===== src/rtl/regfile_sb_if.sv =====
// Bus interface for regfile_sb: write, lock and dual read ports.
// master drives the requests, slave is the register file.
interface regfile_sb_if #(
  parameter int DATA_W = 8,
  parameter int ADDR_W = 3
);
  logic              w;
  logic [ADDR_W-1:0] sw;
  logic [DATA_W-1:0] c_in;
  logic [ADDR_W-1:0] sa;
  logic [ADDR_W-1:0] sb;
  logic              lock;
  logic [ADDR_W-1:0] sl;
  logic [DATA_W-1:0] a_out;
  logic [DATA_W-1:0] b_out;
  logic              a_busy;
  logic              b_busy;
  logic [ADDR_W:0]   busy_cnt;

  modport master (
    output w, sw, c_in, sa, sb, lock, sl,
    input  a_out, b_out, a_busy, b_busy, busy_cnt
  );

  modport slave (
    input  w, sw, c_in, sa, sb, lock, sl,
    output a_out, b_out, a_busy, b_busy, busy_cnt
  );
endinterface


===== src/rtl/regfile_sb.sv =====
// Parametrised register file with registered, write-bypassed read ports
// and a per-register busy scoreboard for multi-cycle producers.
// Optional macro REGFILE_ZERO_REG_EN hardwires register 0 to zero and
// keeps it permanently non-busy.
module regfile_sb #(
  parameter int DATA_W = 8,
  parameter int ADDR_W = 3
) (
  input logic         clk,
  input logic         reset,
  regfile_sb_if.slave bus
);
  localparam int NREGS = 2 ** ADDR_W;
  localparam int CNT_W = ADDR_W + 1;

  logic [DATA_W-1:0] regs [NREGS];
  logic [NREGS-1:0]  busy;
  logic [NREGS-1:0]  busy_next;
  logic              w_eff;
  logic              lock_eff;
  logic              cnt_inc;
  logic              cnt_dec;
  logic [DATA_W-1:0] rd_a;
  logic [DATA_W-1:0] rd_b;

  // Effective write/lock, next busy vector, counter steps and bypassed read data.
  always_comb begin
`ifdef REGFILE_ZERO_REG_EN
    w_eff    = bus.w && (bus.sw != '0);
    lock_eff = bus.lock && (bus.sl != '0);
`else
    w_eff    = bus.w;
    lock_eff = bus.lock;
`endif
    busy_next = busy;
    if (w_eff)    busy_next[bus.sw] = 1'b0;
    if (lock_eff) busy_next[bus.sl] = 1'b1;

    // A lock on the written register keeps the bit set, so no decrement then.
    cnt_inc = lock_eff && !busy[bus.sl];
    cnt_dec = w_eff && busy[bus.sw] && !(lock_eff && (bus.sl == bus.sw));

    rd_a = (w_eff && (bus.sw == bus.sa)) ? bus.c_in : regs[bus.sa];
    rd_b = (w_eff && (bus.sw == bus.sb)) ? bus.c_in : regs[bus.sb];
`ifdef REGFILE_ZERO_REG_EN
    if (bus.sa == '0) rd_a = '0;
    if (bus.sb == '0) rd_b = '0;
`endif
  end

  // State update: registers, scoreboard, counter and registered read ports.
  always_ff @(posedge clk) begin
    if (!reset) begin
      for (int i = 0; i < NREGS; i++) regs[i] <= '0;
      busy         <= '0;
      bus.a_out    <= '0;
      bus.b_out    <= '0;
      bus.a_busy   <= 1'b0;
      bus.b_busy   <= 1'b0;
      bus.busy_cnt <= '0;
    end else begin
      if (w_eff) regs[bus.sw] <= bus.c_in;
      busy       <= busy_next;
      bus.a_out  <= rd_a;
      bus.b_out  <= rd_b;
      bus.a_busy <= busy_next[bus.sa];
      bus.b_busy <= busy_next[bus.sb];
      if (cnt_inc && !cnt_dec)
        bus.busy_cnt <= bus.busy_cnt + CNT_W'(1);
      else if (cnt_dec && !cnt_inc)
        bus.busy_cnt <= bus.busy_cnt - CNT_W'(1);
    end
  end
endmodule


===== src/flat_wrapper.sv =====
// flat-port wrapper written by rule: the top's interface ports become plain ports
module regfile_sb_flat 
#(
  parameter int DATA_W = 8,
  parameter int ADDR_W = 3
)
  (clk, reset, bus_w, bus_sw, bus_c_in, bus_sa, bus_sb, bus_lock, bus_sl, bus_a_out, bus_b_out, bus_a_busy, bus_b_busy, bus_busy_cnt);
  regfile_sb_if #(.DATA_W(DATA_W), .ADDR_W(ADDR_W)) bus_i ();
  input logic clk;
  input logic reset;
  input wire logic [$bits(bus_i.w)-1:0] bus_w;
  input wire logic [$bits(bus_i.sw)-1:0] bus_sw;
  input wire logic [$bits(bus_i.c_in)-1:0] bus_c_in;
  input wire logic [$bits(bus_i.sa)-1:0] bus_sa;
  input wire logic [$bits(bus_i.sb)-1:0] bus_sb;
  input wire logic [$bits(bus_i.lock)-1:0] bus_lock;
  input wire logic [$bits(bus_i.sl)-1:0] bus_sl;
  output wire logic [$bits(bus_i.a_out)-1:0] bus_a_out;
  output wire logic [$bits(bus_i.b_out)-1:0] bus_b_out;
  output wire logic [$bits(bus_i.a_busy)-1:0] bus_a_busy;
  output wire logic [$bits(bus_i.b_busy)-1:0] bus_b_busy;
  output wire logic [$bits(bus_i.busy_cnt)-1:0] bus_busy_cnt;
  assign bus_i.w = bus_w;
  assign bus_i.sw = bus_sw;
  assign bus_i.c_in = bus_c_in;
  assign bus_i.sa = bus_sa;
  assign bus_i.sb = bus_sb;
  assign bus_i.lock = bus_lock;
  assign bus_i.sl = bus_sl;
  assign bus_a_out = bus_i.a_out;
  assign bus_b_out = bus_i.b_out;
  assign bus_a_busy = bus_i.a_busy;
  assign bus_b_busy = bus_i.b_busy;
  assign bus_busy_cnt = bus_i.busy_cnt;
  regfile_sb #(.DATA_W(DATA_W), .ADDR_W(ADDR_W)) u_core (.clk(clk), .reset(reset), .bus(bus_i));
endmodule

===== config.mk =====
export PLATFORM = sky130hd
export DESIGN_NAME = regfile_sb_flat
export DESIGN_NICKNAME = d
export VERILOG_FILES = /design/src/rtl/regfile_sb_if.sv /design/src/rtl/regfile_sb.sv /design/src/flat_wrapper.sv
export SDC_FILE = /design/constraint.sdc
export NUM_CORES = 1
export LEC_CHECK = 0
export CELL_PAD_IN_SITES_DETAIL_PLACEMENT = 1
export CELL_PAD_IN_SITES_GLOBAL_PLACEMENT = 1
export CORE_MARGIN = 2
export CORE_UTILIZATION = 51
export DETAILED_ROUTE_END_ITERATION = 8
export PLACE_DENSITY = 0.84
export SLEW_MARGIN = 20
export SYNTH_ARGS = -nofsm -noshare
export SYNTH_HDL_FRONTEND = slang
export SYNTH_SLANG_ARGS = --single-unit
export TNS_END_PERCENT = 20

===== constraint.sdc =====
create_clock -name clk -period 6.03 [get_ports clk]
set_clock_uncertainty 0.1 [all_clocks]
set_input_delay 0.603 -clock clk [delete_from_list [all_inputs] [get_ports clk]]
set_output_delay 0.603 -clock clk [all_outputs]
set_load 0.03 [all_outputs]

After elaboration in Yosys (flattened, before gate mapping)
Memory sizes are Yosys's and may differ from the RTL's. A register that Yosys moved wholly into a read port is not among the register bits. Index checks and enable logic that the tools add are counted.

Memories: 1. Input port bits: 24. Output and inout port bits: 22. RAM bits: 64. Register bits: 14. Logic and storage cells: 56.

Add/sub/neg operators: 2. Reduce and logical (&&, ||, !) cells: 16. Muxes and demuxes: 23. $lt $le $gt $ge: 6. Eq/ne operators: 1. Bitwise logic cells: 3.

Memories: u_core.regs (words 8, width 8, read ports 2, clocked after memory_dff 2, wr ports 8, line regfile_sb.sv:16) `logic [DATA_W-1:0] regs [NREGS];`.

Operators by type and width (number): $mux 8 (3); $lt 3x4->1 const B (4); $bmux 1 s3 (4); $mux 1 (11); $and 8x8->8 (1); $logic_and 1x1->1 (8); $mux 4 (2); $not 8->8 (1); $or 8x8->8 (1); $reduce_or 8->1 (1); $demux 1 s3 (2); $ge 3x1->1 const B (2); $logic_not 1->1 (6); $add 4x1->4 const B (1); $sub 4x1->4 const B (1); $eq 3x3->1 (1); $mux 3 (1); $reduce_bool 2->1 (1).

Depth between registers and ports, before layout
Depth in word-level cells: 11. Depth in mapped cells: 15. Gate-level depth less buffers: 13.

Worst setup path after synthesis
Ideal clock, no wire load.

Kind: input -> register. From: in bus_sw[1]. To: reg u_core.bus.busy_cnt[3]. Setup slack: 2.858 ns. Library setup time: 0.070 ns. Required time: 5.860 ns. Stages on the path: 15. Buffers on the path: 2. Data arrival time: 3.002 ns. Cells stage by stage: buf_6 -> buf_2 -> mux2_2 -> a22o_1 -> a21oi_1 -> o21ai_0 -> nand3_1 -> ha_1 -> inv_1 -> ha_1 -> a21o_1 -> a21oi_1 -> xnor2_1 -> or3_1 -> a21oi_1.

Longest elaborated chain between the ends: 7. Elaborated cells between the ends (all ways): 12. Those cells by class: 1 x eq/ne; 3 x mux; 8 x reduce/logical.

Ends and longest elaborated chain: from (decl) (line flat_wrapper.sv:12) `input wire logic [$bits(bus_i.sw)-1:0] bus_sw;`; $bmux 1 s3 or $eq 3x3->1 (tied branches) (line regfile_sb.sv:41) `cnt_dec = w_eff && busy[bus.sw] && !(lock_eff && (bus.sl == bus.sw));`; $mux 1 (not written as such) or $logic_and 1x1->1 (tied branches) (line regfile_sb.sv:41); $logic_and 1x1->1 or $logic_not 1->1 (tied branches) (line regfile_sb.sv:41); $logic_and 1x1->1 (*) (line regfile_sb.sv:41); $logic_not 1->1 (line regfile_sb.sv:68) `if (cnt_inc && !cnt_dec)`; $logic_and 1x1->1 (line regfile_sb.sv:68); $mux 4 or $reduce_bool 2->1 (tied branches); to (signal assigned) (line regfile_sb.sv:69) `bus.busy_cnt <= bus.busy_cnt + CNT_W'(1);`; to (signal assigned) (line regfile_sb.sv:71) `bus.busy_cnt <= bus.busy_cnt - CNT_W'(1);`; to (decl) (line regfile_sb_if.sv:27) `output a_out, b_out, a_busy, b_busy, busy_cnt`.

Every way passes the cells marked *; elsewhere a longest branch is shown, timed or not. The select of a mux whose other input is x is not followed. A chain may end at the register's enable or synchronous reset.

Worst setup path after layout
Same ends and word-level chain as after synthesis.

==> results.json <==
{
  "rows": 36,
  "critical_path.max_stage_delay_ns": 0.87,
  "timing.fmax_mhz": 273.3,
  "grt.total_usage": 0.2724,
  "grt_pass1_vias": 3642,
  "cp-end-kind": "flip-flop",
  "p_sw_frac": 0.2968,
  "root_buffer": "clkbuf_8",
  "drc_errors": 0,
  "syn_to_final_growth_pct": 12.92,
  "clkLatencyLatePin_ns": 0.37,
  "powerDensity_mw_per_mm2": 254.4,
  "hold_class": "reg2reg",
  "core-area_mm2": 0.009684,
  "die_h_um": 103.5,
  "clkPwrFrac": 0.283,
  "status": "finished clean",
  "wirelength_um": 13790,
  "wl_per_cell_um": 24.50,
  "vdd_drop_max_uv": 160.2,
  "overflow": 0,
  "numCtsBuffers": 9,
  "fin_setup_tns_ns": 0,
  "clock-sinks": 94,
  "grt_pass1_wl_um": 20690,
  "cpMostUsedCell": "a21oi_1",
  "grt_start_max_net_pins": 31,
  "synth-async-reset-ratio": 0,
  "drt_pre_antenna_iters": 5,
  "yosys.area.top_type": "edfxtp_1",
  "path_class": "in2reg",
  "internal_power_mw": 1.020,
  "fin_nets": 453,
  "worst_slew_pin_slew_ns": 1.068,
  "cts_tree": "done",
  "synth_seq_cells": 94,
  "via_per_inst": 6.206,
  "post-route-min-period_ns": 3.660,
  "start_util": 0.5212,
  "antenna_found_initial": 0,
  "finalHoldViolCount": 0,
  "cp_data_required_time_ns": 6.23,
  "cts_resized": 0,
  "fillers": 968,
  "cts.repair_timing.setup_buffer_count": 0,
  "path_cells": "clkdlybuf4s50_1, mux2_2, a22o_1, a21oi_1, o21ai_0, nand3_1, ha_1, inv_1, ha_1, a21o_1, a21oi_1, xnor2_1, or3_1, a21oi_1",
  "setup_violations": 0,
  "p_seq_frac": 0.526,
  "antenna_left": 0,
  "synthTopCellsByArea": "edfxtp_1 38%, mux4_2 14%, dfxtp_1 12%, and2_1 8.2%, mux2i_1 4.0%",
  "diodes": 0,
  "max_cap_violations": 0,
  "final_util": 0.5885,
  "slowest_stage": "clkdlybuf4s50_1",
  "synth-edff-count": 64,
  "synth.avg_cell_area_um2": 12.84,
  "timing.final.crit_share": 0.6069,
  "yosysUniqueCellTypes": 47,
  "dp_hpwl_um": 9232,
  "clk_pin_slew_ns": 0.10,
  "portBuffers": 45,
  "syn_nets": 421,
  "worstPathArrival_ns": 3.86,
  "drive_gt1_frac": 0.1488,
  "rsz0062_at_grt": "false",
  "cts_hold_buf": 0,
  "die-width_um": 103.5,
  "relSlewSlack": 0.2834,
  "p_comb_frac": 0.190,
  "power_switching_mw": 0.4304,
  "place_inst": 547,
  "drt_iter0_drc": 231,
  "vias": 3494,
  "ys.flop_type": "edfxtp_1",
  "pin_count": 46,
  "synth_top_area_frac": 0.3808,
  "place.gp.congestion": 0.8179,
  "ys_seq_area_frac": 0.4998,
  "cts_buffer_depth": 2,
  "final_cell_count_no_fill": 563,
  "syn_area_mm2": 0.005047,
  "cellLeakagePower_nw": 2.033,
  "h-tree-depth": 3,
  "yosysWarnings": 0,
  "crit_fanout": 16,
  "syn_inst": 393,
  "die_area_mm2": 0.01071,
  "slew_violations": 0,
  "start_kind": "input pin"
}
cell type report:
type                            instances  area (um2)  area share
Clock buffer                           10       127.6     0.02239
Clock inverter                          6       52.55    0.009221
Inverter                                2       7.507    0.001317
Multi-Input combinational cell        268        2335      0.4097
Sequential cell                        94        2522      0.4426
Tap cell                              133       166.4     0.02920
Timing Repair Buffer                   50       488.0     0.08562
critical path: cells and delay by family:
family / cells / cell delay (ns)
AOI/OAI and AO/OA: 6 / 0.87
xor gates and xnor gates: 1 / 0.09
adders and majority gates: 2 / 0.48
buffers and inverters: 2 / 0.96
muxes: 1 / 0.41
and+or+nand+nor: 2 / 0.41
cell families after synthesis:
logic type	count (synthesis)	synth area share
adders and majority gates	4	0.01140
muxes	57	0.1996
DFF	94	0.4998
xor gates and xnor gates	12	0.02082
AOI/OAI and AO/OA	65	0.07735
buffers and inverters	31	0.03768
and+or+nand+nor	130	0.1534
cells in the mapped netlist, types with 3 or more instances:
library cell	instances
a211o_1	4
clkbuf_1	10
ha_1	3
edfxtp_1	64
and2_1	66
xnor2_1	5
a21oi_1	26
o21ai_0	18
buf_4	3
buf_6	6
nand3_1	5
mux2i_1	20
mux2_2	3
nor2_1	20
dfxtp_1	30
nand2_1	12
mux4_2	32
o21ai_2	3
xor2_1	7
buf_2	8
nand2b_1	7
or2_2	3
worst paths after layout:
check	start	to	slack (ns)	cells after the start
hold reg to reg	u_core.bus.busy_cnt[3]	u_core.bus.busy_cnt[3]	0.40	2
setup / recovery	bus_sw[1]	u_core.bus.busy_cnt[3]	2.37	14
setup reg to reg	u_core.busy[5]	u_core.bus.busy_cnt[3]	3.24	13
hold / removal	u_core.bus.busy_cnt[3]	u_core.bus.busy_cnt[3]	0.40	2
flip-flops by register name, summed over array words and instances (netlist names):
signal	cells
u_core.bus.a_out	8
u_core.bus.busy_cnt	4
u_core.regs	64
u_core.busy	8
u_core.bus.b_busy	1
u_core.bus.b_out	8
u_core.bus.a_busy	1
power groups by stage:
stage | registers (mW) | clock network, mW | logic [mW]
after floorplan | 0.802 | 0 | 0.147
after global placement | 0.772 | 0 | 0.268
after detailed placement | 0.778 | 0 | 0.277
after CTS | 0.763 | 0.409 | 0.278
after global routing | 0.768 | 0.432 | 0.296
final | 0.763 | 0.411 | 0.276
metrics by stage:
stage / area, um2 / setup slack (ns) / power, mW / hold slack (ns)
after floorplan: 5047 / 2.858 / 0.9496 / 0.3893
after global placement: 5519 / 2.114 / 1.039 / 0.3725
after detailed placement: 5519 / 1.982 / 1.054 / 0.3968
after CTS: 5699 / 2.363 / 1.450 / 0.4106
after global routing: 5699 / 2.154 / 1.496 / 0.4587
final: 5699 / 2.370 / 1.450 / 0.3996
layer usage:
| metal | track usage | routed length (um) |
|---|---|---|
| met5 | 0 | 0 |
| met2 | 0.4576 | 6992 |
| met4 | 0.09615 | 277 |
| met3 | 0.04503 | 780 |
| met1 | 0.3604 | 5744 |
placed cells by master (no fill, tap or decap), types with 4 or more instances in the layout:
master,n
a211o_1,4
nand2_1,12
edfxtp_1,64
mux4_2,32
a21oi_1,26
dfxtp_1,30
buf_4,5
nor2_1,20
o21ai_0,16
nand3_1,5
xor2_1,7
mux2i_1,20
clkdlybuf4s50_1,45
xnor2_1,5
nand2b_1,7
and2_1,66
clkbuf_8,9
(Power assumes the default switching activity.)
